[src/rtl/issueq_int.sv]
// issueq_int: integer issue queue.
// Compacting shift queue of DEPTH entries (entry 0 oldest). Snoops the CDB
// for pending source operands and issues the oldest fully-ready entry to the
// integer ALU over a valid/ready handshake.
// Optional macro ISSUEQ_FULL_PASS_EN: a full queue may accept a dispatch in the
// same cycle an entry issues (adds an issue_ready -> dispatch_ready path).
module issueq_int #(
    parameter int DEPTH  = 4,
    parameter int W_TAG  = 6,
    parameter int W_DATA = 32
) (
    input  logic                       clk,
    input  logic                       reset,
    input  logic                       dispatch_en,
    output logic                       dispatch_ready,
    input  logic [5:0]                 dispatch_opcode,
    input  logic [15:0]                dispatch_imm,
    input  logic [W_TAG-1:0]           dispatch_rdtag,
    input  logic [W_TAG-1:0]           dispatch_rstag,
    input  logic [W_TAG-1:0]           dispatch_rttag,
    input  logic [W_DATA-1:0]          dispatch_rsdata,
    input  logic [W_DATA-1:0]          dispatch_rtdata,
    input  logic                       dispatch_rsvalid,
    input  logic                       dispatch_rtvalid,
    input  logic [W_TAG-1:0]           cdb_tag,
    input  logic                       cdb_valid,
    input  logic [W_DATA-1:0]          cdb_data,
    output logic                       issue_valid,
    input  logic                       issue_ready,
    output logic [5:0]                 issue_opcode,
    output logic [15:0]                issue_imm,
    output logic [W_TAG-1:0]           issue_rdtag,
    output logic [W_DATA-1:0]          issue_rsdata,
    output logic [W_DATA-1:0]          issue_rtdata,
    output logic [$clog2(DEPTH+1)-1:0] count
);

    localparam int W_CNT = $clog2(DEPTH + 1);
    localparam int W_IDX = (DEPTH > 1) ? $clog2(DEPTH) : 1;

    typedef struct packed {
        logic [5:0]        opcode;
        logic [15:0]       imm;
        logic [W_TAG-1:0]  rdtag;
        logic [W_TAG-1:0]  rstag;
        logic [W_TAG-1:0]  rttag;
        logic [W_DATA-1:0] rsdata;
        logic [W_DATA-1:0] rtdata;
        logic              rsvalid;
        logic              rtvalid;
    } entry_t;

    // Capture a CDB broadcast into any pending operand of one entry.
    function automatic entry_t snoop_fn(input entry_t e, input logic cv,
                                        input logic [W_TAG-1:0] ct,
                                        input logic [W_DATA-1:0] cd);
        entry_t r;
        r = e;
        if (cv && !e.rsvalid && (e.rstag == ct)) begin
            r.rsvalid = 1'b1;
            r.rsdata  = cd;
        end else begin
            r.rsvalid = e.rsvalid;
        end
        if (cv && !e.rtvalid && (e.rttag == ct)) begin
            r.rtvalid = 1'b1;
            r.rtdata  = cd;
        end else begin
            r.rtvalid = e.rtvalid;
        end
        return r;
    endfunction

    entry_t             q_r       [DEPTH];
    logic [DEPTH-1:0]   valid_r;
    logic [W_CNT-1:0]   count_r;

    entry_t             snp_s     [DEPTH+1];
    entry_t             q_n_s     [DEPTH];
    entry_t             new_s;
    logic [DEPTH-1:0]   valid_n_s;
    logic [W_CNT-1:0]   count_n_s;
    logic [W_CNT-1:0]   wpos_s;
    logic [W_IDX-1:0]   sel_s;
    logic               issue_valid_s;
    logic               issue_fire_s;
    logic               disp_fire_s;
    logic               dispatch_ready_s;

    // Pick the lowest-index occupied entry whose operands are both present.
    always_comb begin
        issue_valid_s = 1'b0;
        sel_s         = '0;
        for (int i = DEPTH - 1; i >= 0; i--) begin
            if (valid_r[i] && q_r[i].rsvalid && q_r[i].rtvalid) begin
                issue_valid_s = 1'b1;
                sel_s         = W_IDX'(i);
            end else begin
                issue_valid_s = issue_valid_s;
            end
        end
    end

    assign issue_fire_s = issue_valid_s && issue_ready;

`ifdef ISSUEQ_FULL_PASS_EN
    assign dispatch_ready_s = (count_r < W_CNT'(DEPTH)) || issue_fire_s;
`else
    assign dispatch_ready_s = (count_r < W_CNT'(DEPTH));
`endif

    assign disp_fire_s    = dispatch_en && dispatch_ready_s;
    assign dispatch_ready = dispatch_ready_s;
    assign issue_valid    = issue_valid_s;
    assign count          = count_r;

    // Present the selected entry, zeroing the payload when nothing is issuable.
    always_comb begin
        issue_opcode = 6'd0;
        issue_imm    = 16'd0;
        issue_rdtag  = '0;
        issue_rsdata = '0;
        issue_rtdata = '0;
        if (issue_valid_s) begin
            issue_opcode = q_r[sel_s].opcode;
            issue_imm    = q_r[sel_s].imm;
            issue_rdtag  = q_r[sel_s].rdtag;
            issue_rsdata = q_r[sel_s].rsdata;
            issue_rtdata = q_r[sel_s].rtdata;
        end else begin
            issue_opcode = 6'd0;
        end
    end

    // Next queue image: snoop every entry, close the issue gap, append dispatch.
    always_comb begin
        new_s.opcode  = dispatch_opcode;
        new_s.imm     = dispatch_imm;
        new_s.rdtag   = dispatch_rdtag;
        new_s.rstag   = dispatch_rstag;
        new_s.rttag   = dispatch_rttag;
        new_s.rsdata  = dispatch_rsdata;
        new_s.rtdata  = dispatch_rtdata;
        new_s.rsvalid = dispatch_rsvalid;
        new_s.rtvalid = dispatch_rtvalid;
        new_s         = snoop_fn(new_s, cdb_valid, cdb_tag, cdb_data);

        snp_s[DEPTH] = '0;
        for (int i = 0; i < DEPTH; i++) begin
            snp_s[i] = snoop_fn(q_r[i], cdb_valid, cdb_tag, cdb_data);
        end

        count_n_s = count_r - W_CNT'(issue_fire_s) + W_CNT'(disp_fire_s);
        wpos_s    = count_r - W_CNT'(issue_fire_s);

        for (int i = 0; i < DEPTH; i++) begin
            if (issue_fire_s && (W_IDX'(i) >= sel_s)) begin
                q_n_s[i] = snp_s[i+1];
            end else begin
                q_n_s[i] = snp_s[i];
            end
            if (disp_fire_s && (W_CNT'(i) == wpos_s)) begin
                q_n_s[i] = new_s;
            end else begin
                q_n_s[i] = q_n_s[i];
            end
            valid_n_s[i] = (W_CNT'(i) < count_n_s);
        end
    end

    // Queue state register; asynchronous reset discards every entry.
    always_ff @(posedge clk or negedge reset) begin
        if (!reset) begin
            valid_r <= '0;
            count_r <= '0;
            for (int i = 0; i < DEPTH; i++) begin
                q_r[i] <= '0;
            end
        end else begin
            valid_r <= valid_n_s;
            count_r <= count_n_s;
            q_r     <= q_n_s;
        end
    end

endmodule
[config.mk]
export PLATFORM = sky130hd
export DESIGN_NAME = issueq_int
export DESIGN_NICKNAME = d
export VERILOG_FILES = /design/src/rtl/issueq_int.sv
export SDC_FILE = /design/constraint.sdc
export NUM_CORES = 1
export LEC_CHECK = 0
export CAP_MARGIN = 20
export CORE_MARGIN = 2
export CORE_UTILIZATION = 55
export CTS_CLUSTER_DIAMETER = 60
export DETAILED_ROUTE_END_ITERATION = 6
export GPL_TIMING_DRIVEN = 0
export MAX_ROUTING_LAYER = met4
export PLACE_DENSITY = 0.77
export SYNTH_ARGS = -nofsm -noshare
export SYNTH_HDL_FRONTEND = slang
export SYNTH_SLANG_ARGS = --single-unit
[constraint.sdc]
create_clock -name clk -period 4.1 [get_ports clk]
set_input_delay 0.82 -clock clk [delete_from_list [all_inputs] [get_ports clk]]
set_output_delay 0.82 -clock clk [all_outputs]
set_load 0.03 [all_outputs]
==> flow_summary_export.csv, run 1 <==
group,metric,value,unit
status,status,"finished with violations",
status,violations,"design-rule violations, negative setup slack",
placement,io_buffers,206,
drt,via_per_inst,7.29,
drt,detail_route.first_pass.iterations,7,
clocking,cts-htree-levels,2,
sta,max_freq,239,MHz
finish,drive_gt1_share,15.7,%
setup_path,worstSetupPathType,"in2reg",
synthesis,synth.largest_area_cell,"dfrtp_1",
synthesis,syn-num-nets,2866,
placement,placed_area,0.0287,sq mm
clocking,clk_pin_slew,0.06,ns
synthesis,syn_area,0.0257,sq mm
global_route,grt_pass1_vias,25800,
placement,gp_congestion,1.01,
finish,nFillCells,3790,
synthesis,netlist.area_leader.share,41.8,%
clocking,cts_made_buffers,50,
global_route,grt_max_degree,117,
global_route,grt_util_all_layers,46.4,%
global_route,top_usage_layer,"met2",
clocking,clk_latency,0.62,ns
finish,layout.nets,3131,
synthesis,synth_cell_type_count,58,
drt,wl,111000,um
setup_path,crit_path_start_kind,"primary input",
floorplanning,core-area,0.0464,sq mm
clocking,cts_tree,"yes",
synthesis,yosysSeqAreaShare,41.8,%
synthesis,postSynthAreaPerCell,9.48,sq um
global_route,gr-usage-met2,65.9,%
synthesis,synth_edf_count,0,
pwr,vdd.ir_drop.worst,0.505,mV
clocking,clock_path_buffers,3,
floorplanning,start_util,55.5,%
sta,hold_ws,0.125,ns
sta,maxSlewHeadroom,22.2,%
floorplanning,rows,79,
global_route,grt_overflow_total,0,
floorplanning,ios,246,
setup_path,critPathCaptureType,"flip-flop",
drt,wire_per_inst,30.5,um
global_route,met1_usage,55.8,%
synthesis,syn_inst,2714,
setup_path,arrival,4.70,ns
sta,worst_pin_slew,1.16,ns
pwr,leakage,13.8,nW
sta,final_max_slew_viol_count,0,
finish,fin_area,0.0307,sq mm
placement,place_ws,-0.862,ns
pwr,design_power_total,25.6,mW
sta,fin_skew,0.0195,ns
sta,setup_ws,-0.0840,ns
sta,final-setup-viol-count,14,
placement,dp_hpwl,74400,um
flow_run,cap_violations,0,
sta,setup-tns-final,-0.660,ns
synthesis,synth_warnings,0,
drt,ant_nets,0,
synthesis,synthFlopType,"dfrtp_1",
global_route,grt_use_met3,16.9,%
floorplanning,dieWidth,220,um
floorplanning,dieArea,0.0485,sq mm
pwr,cellPowerDensity,833,mW/mm^2
global_route,grt_pass1_wl,162000,um
setup_path,crit_required,4.62,ns
synthesis,async_flop_share,100,%
drt,drt_iter0_markers,4608,
sta,final.min_clock_period,4.18,ns
synthesis,synth_common_cells,"430 x dfrtp_1, 246 x nand2_1, 211 x nor2_1",
drt,vias,26400,
global_route,antenna_found_initial,3,
clocking,cts-root-buf,"clkbuf_16",
setup_path,worstPathMaxFanout,10,
synthesis,ys_ff_latch,430,
sta,finalCritPeriodShare,102,%
synthesis,synth_area_leaders,"dfrtp_1 42%, mux2i_1 7.5%, o221ai_1 4.2%, mux2_2 4.0%, nand2_1 3.6%",
synthesis,yosysMostFrequentCell,"dfrtp_1",
clocking,numClockSinks,430,
drt,drc,12,
sta,timing.final.hold_violations,0,
clocking,cts_hold_buf,0,
floorplanning,die_h,220,um
finish,area_growth_syn_to_layout,19.3,%
min_path,hp-class,"in2async",
worst max-delay path: stages:
cell and delay [ns]:
clkdlybuf4s50_1 0.74, nor2b_1 0.22, nand4_1 0.86, o21ai_2 1.17, buf_2 0.47, o221ai_1 0.15, o22ai_1 0.24
metrics by stage:
step	util, %	cells
2_1_floorplan	-	2714
3_3_place_gp	61.6	3527
3_5_place_dp	61.9	3532
4_1_cts	66.0	3620
5_1_grt	66.2	3627
6_report	66.2	3627
placed cells by master (no fill, tap or decap), types with 6 or more instances in the layout:
cell type / n
buf_6: 28
a211oi_1: 69
clkbuf_16: 51
mux2_2: 92
and2_1: 34
clkdlybuf4s50_1: 113
clkbuf_4: 12
a221oi_1: 39
and3_1: 7
nand3_1: 152
mux2i_4: 29
a211oi_2: 23
o22ai_1: 123
buf_2: 71
clkinv_2: 6
o21ai_0: 106
a22o_1: 31
buf_1: 13
a21o_1: 66
a222oi_1: 40
dlygate4sd2_1: 44
a31oi_1: 80
nand4_1: 9
xor2_1: 12
clkbuf_2: 52
a22oi_1: 8
nor2b_1: 14
o221ai_1: 124
inv_1: 47
nand2_1: 244
a221o_1: 32
dfrtp_1: 428
buf_4: 15
mux2i_1: 192
nor2_1: 211
clkbuf_8: 12
clkbuf_1: 134
xnor2_1: 48
clkdlybuf4s15_2: 38
a21oi_1: 95
what timing repair did:
| action | CTS | global route |
|---|---|---|
| cloned | 0 | 0 |
| pin swaps | 0 | 3 |
| setup endpoints to repair | 509 | 280 |
| gates resized for setup | 309 | 69 |
| buffers inserted | 0 | 3 |
sequential cells by signal, indices dropped and copies added (netlist names):
name / cells
q_r: 424
count: 3
valid_r: 3
report_power, final:
group	leakage, nW	switching [mW]	internal, mW
logic	7.61	8.63	4.84
clock network	0.816	1.93	2.75
registers	5.41	1.38	6.07
total	13.8	11.9	13.6
final timing paths:
path / from / to / slack (ns) / cells past startpoint
min in group clk: q_r[369] / q_r[369] / 0.52 / 1
worst min register to register: q_r[369] / q_r[369] / 0.52 / 1
worst max register to register: q_r[318] / q_r[170] / 0.07 / 17
max in group asynchronous: reset / count[2] / 2.66 / 3
worst min-delay path: reset / q_r[344] / 0.12 / 1
worst max-delay path: cdb_valid / q_r[243] / -0.08 / 7
layout make-up:
class | instances | area, sq um | area share, %
Timing Repair Buffer | 215 | 2180 | 7.10
Clock inverter | 17 | 205 | 0.668
Clock buffer | 73 | 1480 | 4.82
Tap cell | 607 | 759 | 2.47
Antenna cell | 3 | 7.51 | 0.0245
Sequential cell | 430 | 10800 | 35.1
Inverter | 47 | 176 | 0.575
Buffer | 303 | 1580 | 5.14
Multi-Input combinational cell | 1932 | 13600 | 44.1
metal layers:
layer / share of wire, % / vias up
li1: - / 10700
met1: 36 / 12800
met2: 43 / 2343
met3: 14 / 593
met4: 7.3 / 0
met5: 0 / -
kinds of logic after synthesis:
family / share of synthesized area (%)
mux: 14.0
buf+inv: 6.17
simple gates: 12.0
flops: 41.8
compound gates: 23.6
fa+ha+maj: 0.146
xor+xnor: 2.23
Power figures use the tool's default switching activity.
==> run 2, diff against run 1 <==
- ABC_AREA: not set -> 1
- REMOVE_ABC_BUFFERS: not set -> 1
==> flow_summary_export.csv, run 2 <==
group,metric,value,unit
pwr,cellPowerDensity,866,mW/mm^2
sta,rsz0062_at_grt,"yes",
setup_path,crit_cells,10,
drt,wire_per_inst,22.8,um
synthesis,synthFlopType,"dfrtp_1",
floorplanning,dieWidth,225,um
synthesis,synth_warnings,0,
clocking,clock_path_buffers,3,
clocking,cts_made_buffers,49,
finish,area_growth_syn_to_layout,21.4,%
setup_path,worstPathMaxFanout,33,
floorplanning,core-area,0.0479,sq mm
drt,detail_route.first_pass.iterations,7,
setup_path,crit_slowest_cell,"dfrtp_1",
clocking,numClockSinks,430,
setup_path,slowest_delay,0.44,ns
clocking,cts_hold_buf,0,
synthesis,yosys.area_share.adder,0.140,%
finish,mostFrequentLayoutCells,"1565 x nand2_1, 540 x nand3_1, 428 x dfrtp_1, 303 x inv_1, 199 x o211ai_1",
finish,layout.nets,4254,
synthesis,ys_ff_latch,430,
pwr,leakage,15.7,nW
drt,ant_nets,0,
placement,dp_hpwl,60700,um
setup_path,reg2reg_depth,15,
synthesis,yosysSeqAreaShare,40.1,%
floorplanning,start_util,55.9,%
drt,drt_iter0_markers,5178,
placement,gp_congestion,0.883,
finish,nFillCells,3953,
global_route,grt_max_degree,121,
status,status,"finished with violations",
flow_run,cap_violations,0,
global_route,grt_overflow_total,0,
sta,final-setup-viol-count,1,
setup_path,crit_path_start_kind,"flip-flop",
setup_path,arrival,3.30,ns
placement,placed_area,0.0305,sq mm
sta,setup_ws,-0.0201,ns
sta,finalCritPeriodShare,100,%
status,violations,"design-rule violations, negative setup slack",
setup_path,critPathCaptureType,"output port",
finish,regMostFlops,"q_r",
floorplanning,rows,80,
placement,io_buffers,245,
finish,final_util,67.9,%
clocking,cts-root-buf,"clkbuf_16",
sta,maxSlewHeadroom,23.7,%
sta,timing.final.hold_violations,0,
synthesis,synth_xor_area_share,0.653,%
setup_path,worstSetupPathType,"reg2out",
synthesis,synth_simple_gate_area_share,36.5,%
clocking,clk_latency,0.62,ns
placement,dp.cells,4643,
clocking,cts-htree-levels,2,
finish,drive_gt1_share,6.64,%
sta,max_freq,243,MHz
synthesis,synth_cell_type_count,31,
global_route,grt_pass1_vias,28700,
drt,via_per_inst,6.36,
clocking,clk_pin_slew,0.07,ns
synthesis,synth_edf_count,0,
synthesis,syn_area,0.0268,sq mm
sta,fin_skew,0.0372,ns
synthesis,muxShareOfSynthArea,0,%
placement,place_ws,-1.99,ns
drt,wl,108000,um
synthesis,synth_compound_area_share,13.2,%
drt,drc,3,
sta,final.min_clock_period,4.12,ns
synthesis,async_flop_share,100,%
drt,vias,30300,
setup_path,crit_required,3.28,ns
global_route,grt_util_all_layers,43.2,%
synthesis,synth_common_cells,"1574 x nand2_1, 544 x nand3_1, 430 x dfrtp_1",
clocking,cts_tree,"yes",
finish,fin_area,0.0325,sq mm
global_route,grt_pass1_wl,163000,um
finish,final_common_cell,"nand2_1",
synthesis,yosysMostFrequentCell,"nand2_1",
finish,largest_reg_flops,424,
finish,final_cell_count_no_fill,4762,
setup_path,path_cells,"nand3_4, nand2_2, inv_1, nand2_4, buf_16, clkinv_16, nor2_1, o21ai_0, a21oi_1, clkdlybuf4s15_1",
min_path,hp-class,"in2async",
setup_path,critPathBufInv,4,
floorplanning,ios,246,
setup_path,cp_top_family,"buffers and inverters",
floorplanning,die_h,225,um
sta,worst_pin_slew,1.14,ns
pwr,vdd.ir_drop.worst,0.744,mV
floorplanning,dieArea,0.0505,sq mm
synthesis,synth.largest_area_cell,"dfrtp_1",
synthesis,netlist.area_leader.share,40.1,%
synthesis,synth_top_family_by_area,"simple AND/OR/NAND/NOR gates",
sta,final_max_slew_viol_count,0,
synthesis,synth_area_leaders,"dfrtp_1 40%, nand2_1 22%, nand3_1 10%, o211ai_1 5.6%, inv_1 4.3%",
synthesis,postSynthAreaPerCell,6.71,sq um
global_route,antenna_found_initial,8,
synthesis,syn_inst,3998,
[run 2: final cells by class]
| cell class | count | area [sq um] | area share [%] |
|---|---|---|---|
| Multi-Input combinational cell | 2955 | 13900 | 42.6 |
| Inverter | 336 | 1350 | 4.16 |
| Timing Repair Buffer | 326 | 4140 | 12.7 |
| Timing Repair inverter | 4 | 51.3 | 0.158 |
| Tap cell | 615 | 769 | 2.37 |
| Clock buffer | 77 | 1430 | 4.41 |
| Sequential cell | 430 | 10800 | 33.1 |
| Clock inverter | 11 | 136 | 0.419 |
| Antenna cell | 8 | 20.0 | 0.0615 |
[run 2: layer usage]
| metal | vias up | share of wire [%] | global-route usage (%) |
|---|---|---|---|
| met5 | - | 0 | - |
| met4 | 0 | 6.0 | 23.5 |
| met3 | 529 | 15 | 11.1 |
| met2 | 2481 | 43 | 63.3 |
| met1 | 13900 | 36 | 54.8 |
| li1 | 13300 | - | - |
[run 2: what timing repair did]
action,4_1_cts,5_1_grt
gates cloned,13,5
pin swaps,4,6
setup buffers,3,2
resized for setup,207,47
setup endpoints to repair,427,302
[run 2: report_power, final]
part / internal (mW) / switching (mW) / leakage [nW]
clock: 2.58 / 1.87 / 0.766
combinational: 5.32 / 11.5 / 9.39
sequential: 6.01 / 0.886 / 5.58
[run 2: logic make-up (layout without fill, tap and decap cells)]
| family | after synthesis | after routing |
|---|---|---|
| flip-flops | 430 | 430 |
| other | 0 | 8 |
| adder cells (fa/ha/maj) | 3 | 3 |
| AND/OR/NAND/NOR | 2354 | 2359 |
| buffers and inverters | 618 | 754 |
| XOR/XNOR | 20 | 20 |
| AO/OA/AOI/OAI | 573 | 573 |
[run 2: final timing paths]
path	slack (ns)	to	start
setup / recovery	-0.02	issue_imm[8]	q_r[318]
hold reg to reg	0.48	q_r[320]	q_r[320]
hold / removal	0.27	q_r[85]	reset
setup reg to reg	0.11	q_r[346]	q_r[107]
max in group asynchronous	2.27	q_r[320]	reset
min in group clk	0.48	q_r[320]	q_r[320]
[run 2: stage by stage]
step                      total power [mW]   TNS, ns  hold slack (ns)
after global routing                  29.5   -0.0233            0.350
final                                 28.2   -0.0201            0.270
after CTS                             27.4         0            0.321
after global placement                20.2         -            0.462
after detailed placement              22.5   -497.51            0.465
after floorplan                       16.0  -1761.92            0.449
[run 2: worst register-to-register path, stage by stage, from the launching register on]
cell and delay [ns]:
dfrtp_1 0.43, nand3_1 0.17, nand2_1 0.27, nor2_4 0.08, nor2_4 0.21, ha_1 0.21
ha_1 0.30, inv_1 0.20, nor3_4 0.09, buf_16 0.18, buf_8 0.19, inv_12 0.29
nand3_4 0.49, inv_6 0.55, nand2_1 0.13, nand2_1 0.09
